[config.mk]
export PLATFORM = sky130hd
export DESIGN_NAME = mem_responder
export DESIGN_NICKNAME = d
export VERILOG_FILES = /design/src/rtl/mem_responder.sv
export SDC_FILE = /design/constraint.sdc
export NUM_CORES = 2
export LEC_CHECK = 0
export BUFFER_PORTS_ARGS = -buffer_cell sky130_fd_sc_hd__buf_4
export CORE_MARGIN = 4
export CORE_UTILIZATION = 45
export CTS_CLUSTER_DIAMETER = 40
export DETAILED_ROUTE_END_ITERATION = 8
export GPL_ROUTABILITY_DRIVEN = 1
export PLACE_DENSITY = 0.67
export REMOVE_ABC_BUFFERS = 1
export SLEW_MARGIN = 5
export SYNTH_ARGS = -nofsm -noshare
export SYNTH_HDL_FRONTEND = slang
export SYNTH_SLANG_ARGS = --single-unit
[constraint.sdc]
create_clock -name clk -period 8.9 [get_ports clk]
set_clock_uncertainty 0.2 [all_clocks]
set_input_delay 1.78 -clock clk [delete_from_list [all_inputs] [get_ports clk]]
set_output_delay 1.78 -clock clk [all_outputs]
set_load 0.005 [all_outputs]
[src/rtl/mem_responder.sv]
// Single-port word memory behind a valid/ready request channel.
// Each access takes WAIT_CYCLES wait states, then holds a registered response until it is consumed.
module mem_responder #(
  parameter int ADDR_BITS   = 8,
  parameter int WAIT_CYCLES = 2
) (
  input  logic        clk,
  input  logic        rst,
  input  logic        req_valid,
  output logic        req_ready,
  input  logic        req_we,
  input  logic [15:0] req_addr,
  input  logic [15:0] req_wdata,
  output logic        rsp_valid,
  input  logic        rsp_ready,
  output logic [15:0] rsp_rdata,
  output logic        rsp_err,
  output logic        busy
);

  localparam logic [3:0] WAIT_INIT = 4'(WAIT_CYCLES);

  typedef enum logic [1:0] {IDLE, WAIT, RESP} state_t;

  state_t                 state;
  state_t                 state_next;
  logic [3:0]             cnt;
  logic                   we_q;
  logic [15:0]            addr_q;
  logic [15:0]            wdata_q;
  logic [15:0]            mem [2**ADDR_BITS];
  logic [ADDR_BITS-1:0]   idx;
  logic                   handshake;
  logic                   access;
  logic                   out_of_range;

  assign handshake    = req_valid && req_ready;
  assign access       = (state == WAIT) && (cnt == 4'd0);
  assign idx          = addr_q[ADDR_BITS-1:0];
  assign out_of_range = (addr_q >> ADDR_BITS) != 16'd0;

  always_ff @(posedge clk) begin
    if (rst) state <= IDLE;
    else     state <= state_next;
  end

  always_comb begin
    state_next = state;
    case (state)
      IDLE:    if (handshake) state_next = WAIT;
      WAIT:    if (cnt == 4'd0) state_next = RESP;
      RESP:    if (rsp_ready) state_next = IDLE;
      default: state_next = IDLE;
    endcase
  end

  // Handshake outputs decode the state register only, so rsp_valid has no input path.
  always_comb begin
    req_ready = (state == IDLE);
    busy      = (state != IDLE);
    rsp_valid = (state == RESP);
  end

  always_ff @(posedge clk) begin
    if (rst) begin
      cnt     <= 4'd0;
      we_q    <= 1'b0;
      addr_q  <= 16'd0;
      wdata_q <= 16'd0;
    end else if (handshake) begin
      cnt     <= WAIT_INIT;
      we_q    <= req_we;
      addr_q  <= req_addr;
      wdata_q <= req_wdata;
    end else if (state == WAIT && cnt != 4'd0) begin
      cnt <= cnt - 4'd1;
    end
  end

  // Response data is cleared as the response is consumed, so it reads 0 outside RESP.
  always_ff @(posedge clk) begin
    if (rst) begin
      rsp_rdata <= 16'd0;
      rsp_err   <= 1'b0;
    end else if (access) begin
      rsp_err   <= out_of_range;
      rsp_rdata <= (!out_of_range && !we_q) ? mem[idx] : 16'd0;
    end else if (state == RESP && rsp_ready) begin
      rsp_rdata <= 16'd0;
      rsp_err   <= 1'b0;
    end
  end

  // Memory has no reset so its contents survive rst.
  always_ff @(posedge clk) begin
    if (!rst && access && we_q && !out_of_range)
      mem[idx] <= wdata_q;
  end

endmodule

==> summary.md <==
| Metric | Value |
|---|---|
| Syn-to-layout area delta | `15.0%` |
| Number of global-route vias before repair | `80,900` |
| Register share of total power | `48.8%` |
| Worst Path Arrival | `~6400 ps` |
| Mapped Area | `160,000 um2` |
| Max Fanout on Critical Path | `16` |
| Worst VDD drop | `189 uV` |
| Final Util | `a little over half` |
| Routing usage on met3 | `under 10%` |
| Hold Crit Class | `reg -> reg` |
| Cell Chain, Critical Path | `inv_1 -> ha_1 -> nor3b_1 -> nand4_1 -> nor3b_1 -> nor3b_2 -> nand3_1 -> nor2_2` |
| Most used cell, CP | `nor3b_1` |
| # resized after CTS | `0` |
| DRC violation total after the first TritonRoute iteration | `13,800` |
| Wirelength per Cell | `about 35 um` |
| FF+latch area | `124,000 um2` |
| Crit Path Category | `reg -> reg` |
| GRT Overall Usage | `24.4%` |
| Met2 Use GR | `37.4%` |
| Global-route met1 utilization | `33.2%` |
| Max transition margin | `-9.13%` |
| WL final | `roughly 450,000 um` |
| Starting Density | `45.2%` |
| Clk sinks | `4,160` |
| Cell taking the most area after synthesis | `edfxtp_1` |
| Synth async-reset ratio | `0%` |
| # port buffers | `between 50 and 60` |
| DR vias | `a little over 80,000` |
| Gpl congestion | `around 0.89` |
| Fillers | `26,700` |
| CP startpoint kind | `flip-flop` |
| Yosys warnings | `0` |
| Largest net degree at the start of global routing | `roughly 210` |
| Fin cells | `13,100` |
| HPWL after DPL | `268,000 um` |
| Worst skew pair latency | `980 ps` |
| Total grt overflow | `0` |
| Vias per inst | `6.33` |
| # Max-Cap Violations | `1` |
| Synth unique cells | `71` |
| Setup violators final | `0` |
| Number of antenna-violating nets in the routed design | `0` |
| Comb power frac | `6.4%` |
| RSZ-0062 raised after global routing | `no` |
| Register area share after synthesis | `about 80%` |
| Placed Cells | `12,100` |
| TritonCTS Buffers | `480` |
| Chip Width | `between 600 and 700 um` |
| Reg2Reg Setup Slack | `2900 ps` |
| Initial antenna violation count | `27` |
| Drt pass-1 iters | `6` |
| Max incr delay on CP | `1190 ps` |
| Layout cells sized above 1 | `27.7%` |
| Status | `finished with violations` |
| Residual DRC | `0` |
| Pwr Density | `about 240 nW/um2` |
| P_sw | `10.4 mW` |
| WP data required | `9290 ps` |
| Clock slew at reported path FFs | `60 ps` |
| Slew @ Worst Pin | `between 1500 and 2000 ps` |
| Die Y | `604 um` |
| Crit. End Element | `flip-flop` |
| Nets | `7,938` |
| Clk root buf | `clkbuf_16` |
| Sw Share | `a little under a quarter` |
| Number of enable flip-flop cells after synthesis | `between 4,000 and 5,000` |
| Pins Over Slew Limit | `5` |
| Clk network pwr share | `about 45%` |
| Fmax | `0.167 GHz` |
| H-tree Lvls | `5` |
| Main synth FF type | `edfxtp_1` |
| Power, Total | `44.8 mW` |
| Failing checks | `max-capacitance violations, max-slew violations` |
| Synth Instances | `7,396` |
| Pleak | `between 50 and 60 nW` |
| Area of the multi-input gates | `between 30,000 and 40,000 um2` |
| Hold-fix buffers, CTS | `0` |
| Core area | `353,000 um2` |
| Seq cells post-synth | `4,160` |
| Setup Fix Bufs, Post-CTS | `0` |
| Slowest cell on crit path | `nor3b_2` |
| Top Ports | `57` |
| Final worst path period need | `6000 ps` |
| Crit share post-route | `67.5%` |
| First-pass GRT wire length | `between 600,000 and 700,000 um` |
| TritonCTS clock tree | `done` |
| Max Root-Sink Buffers | `4` |
| Die area | `around 360,000 um2` |
| Row count | `between 200 and 250` |
| Hold Fails Final Rpt | `0` |
| Syn Area/Cell | `roughly 22 um2` |
| Int Pwr | `roughly 34 mW` |
| Top cell type's share of synthesized area | `77.0%` |
| Top area cells in the synthesized netlist | `edfxtp_1, mux4_2, mux2i_1, dfxtp_1, nor2_1` |
| GR peak layer | `met2` |
## cell usage in the layout (no fill, tap or decap), drive strengths merged, types with 20 or more instances in the layout
cell type and instances:
inv 70, mux2i 351, mux2 20, o22ai 139, nand2 216, nor4 26
o221ai 125, bufinv 56, a211oi 23, edfxtp 4096, a22oi 85, nor2b 24
a221oi 30, clkinvlp 52, mux4 913, nor2 309, dfxtp 64, a22o 21
clkinv 213, clkbuf 529, nand3 35, nor3 77, buf 447, o21ai 76
a21oi 161
## registers in the layout (all words and copies together) (netlist names), named ones only
| register | count |
|---|---|
| addr_q | 16 |
| cnt | 4 |
| mem | 4096 |
| rsp_err | 1 |
| rsp_rdata | 16 |
| state | 2 |
| wdata_q | 16 |
| we_q | 1 |
## cell families after synthesis
| family | Yosys count | share of synthesized area (%) |
|---|---|---|
| XOR/XNOR | 3 | 0.0164 |
| flip-flops | 4160 | 77.8 |
| adder cells (fa/ha/maj) | 2 | 0.0157 |
| buffers and inverters | 437 | 1.68 |
| multiplexers | 1284 | 15.2 |
| AND/OR/NAND/NOR | 760 | 2.09 |
| AO/OA/AOI/OAI | 750 | 3.23 |
## per-layer routing
| layer | vias to the layer above | part of all wire, % |
|---|---|---|
| li1 | 32400 | - |
| met1 | 43600 | 36 |
| met2 | 5664 | 46 |
| met3 | 1042 | 12 |
| met4 | 18 | 5.3 |
| met5 | - | 0.034 |
## power by group through the flow
stage          Sequential, mW  Clock, mW  Combinational [mW]
4_1_cts                  21.8       20.2                2.80
3_3_place_gp             22.2          0                2.75
3_5_place_dp             22.3          0                2.79
6_report                 21.8       20.1                2.85
2_1_floorplan            22.7          0                3.33
5_1_grt                  21.8       21.1                2.91
## final cells by class
type	count	share of cell area (%)
diodes	16	0.0218
clock buffers	528	6.65
clock inverters	381	2.38
inverters	10	0.0272
multi-input cells	2799	18.0
flip-flops and latches	4160	67.7
well taps	4730	3.22
repair buffers	448	2.01
## critical path: cells and delay by family, from the launching register on
kind,cells,cell delay [ps]
AND/OR/NAND/NOR,6,4820
flip-flops,1,340
adder cells (fa/ha/maj),1,140
buffers and inverters,1,100
## synthesized netlist by cell type (19+ instances only)
library cell,instances
a22o_1,21
nor4_1,26
o221ai_1,125
nand3_1,35
mux4_2,913
buf_2,115
mux2_2,20
edfxtp_1,4096
nor3_1,76
o21ai_0,69
buf_4,50
o22ai_1,139
nor2b_1,24
nand2_1,216
buf_1,19
nor2_1,309
a211oi_1,22
a21oi_1,161
clkbuf_1,158
dfxtp_1,64
buf_6,72
a221oi_1,29
a22oi_1,85
mux2i_1,351
## stage by stage
stage	setup TNS (ps)	hold WS [ps]	area, um2	setup slack (ps)
detailed placement	0	252	167000	2510
floorplan	-743310	230	157000	-49410
finish	0	260	184000	2900
CTS	0	259	184000	3130
global placement	0	255	167000	2730
global route	0	296	184000	2970
## path summary, 6_finish.rpt
path                            from                       to  cells past startpoint
min reg2reg  addr_q[12]$_SDFFE_PP0P_  addr_q[12]$_SDFFE_PP0P_                      2
max              cnt[0]$_SDFFE_PP0P_   mem[101][11]$_DFFE_PP_                      8
min          addr_q[12]$_SDFFE_PP0P_  addr_q[12]$_SDFFE_PP0P_                      2
max reg2reg      cnt[0]$_SDFFE_PP0P_   mem[101][11]$_DFFE_PP_                      8
Power figures use the tool's default switching activity.
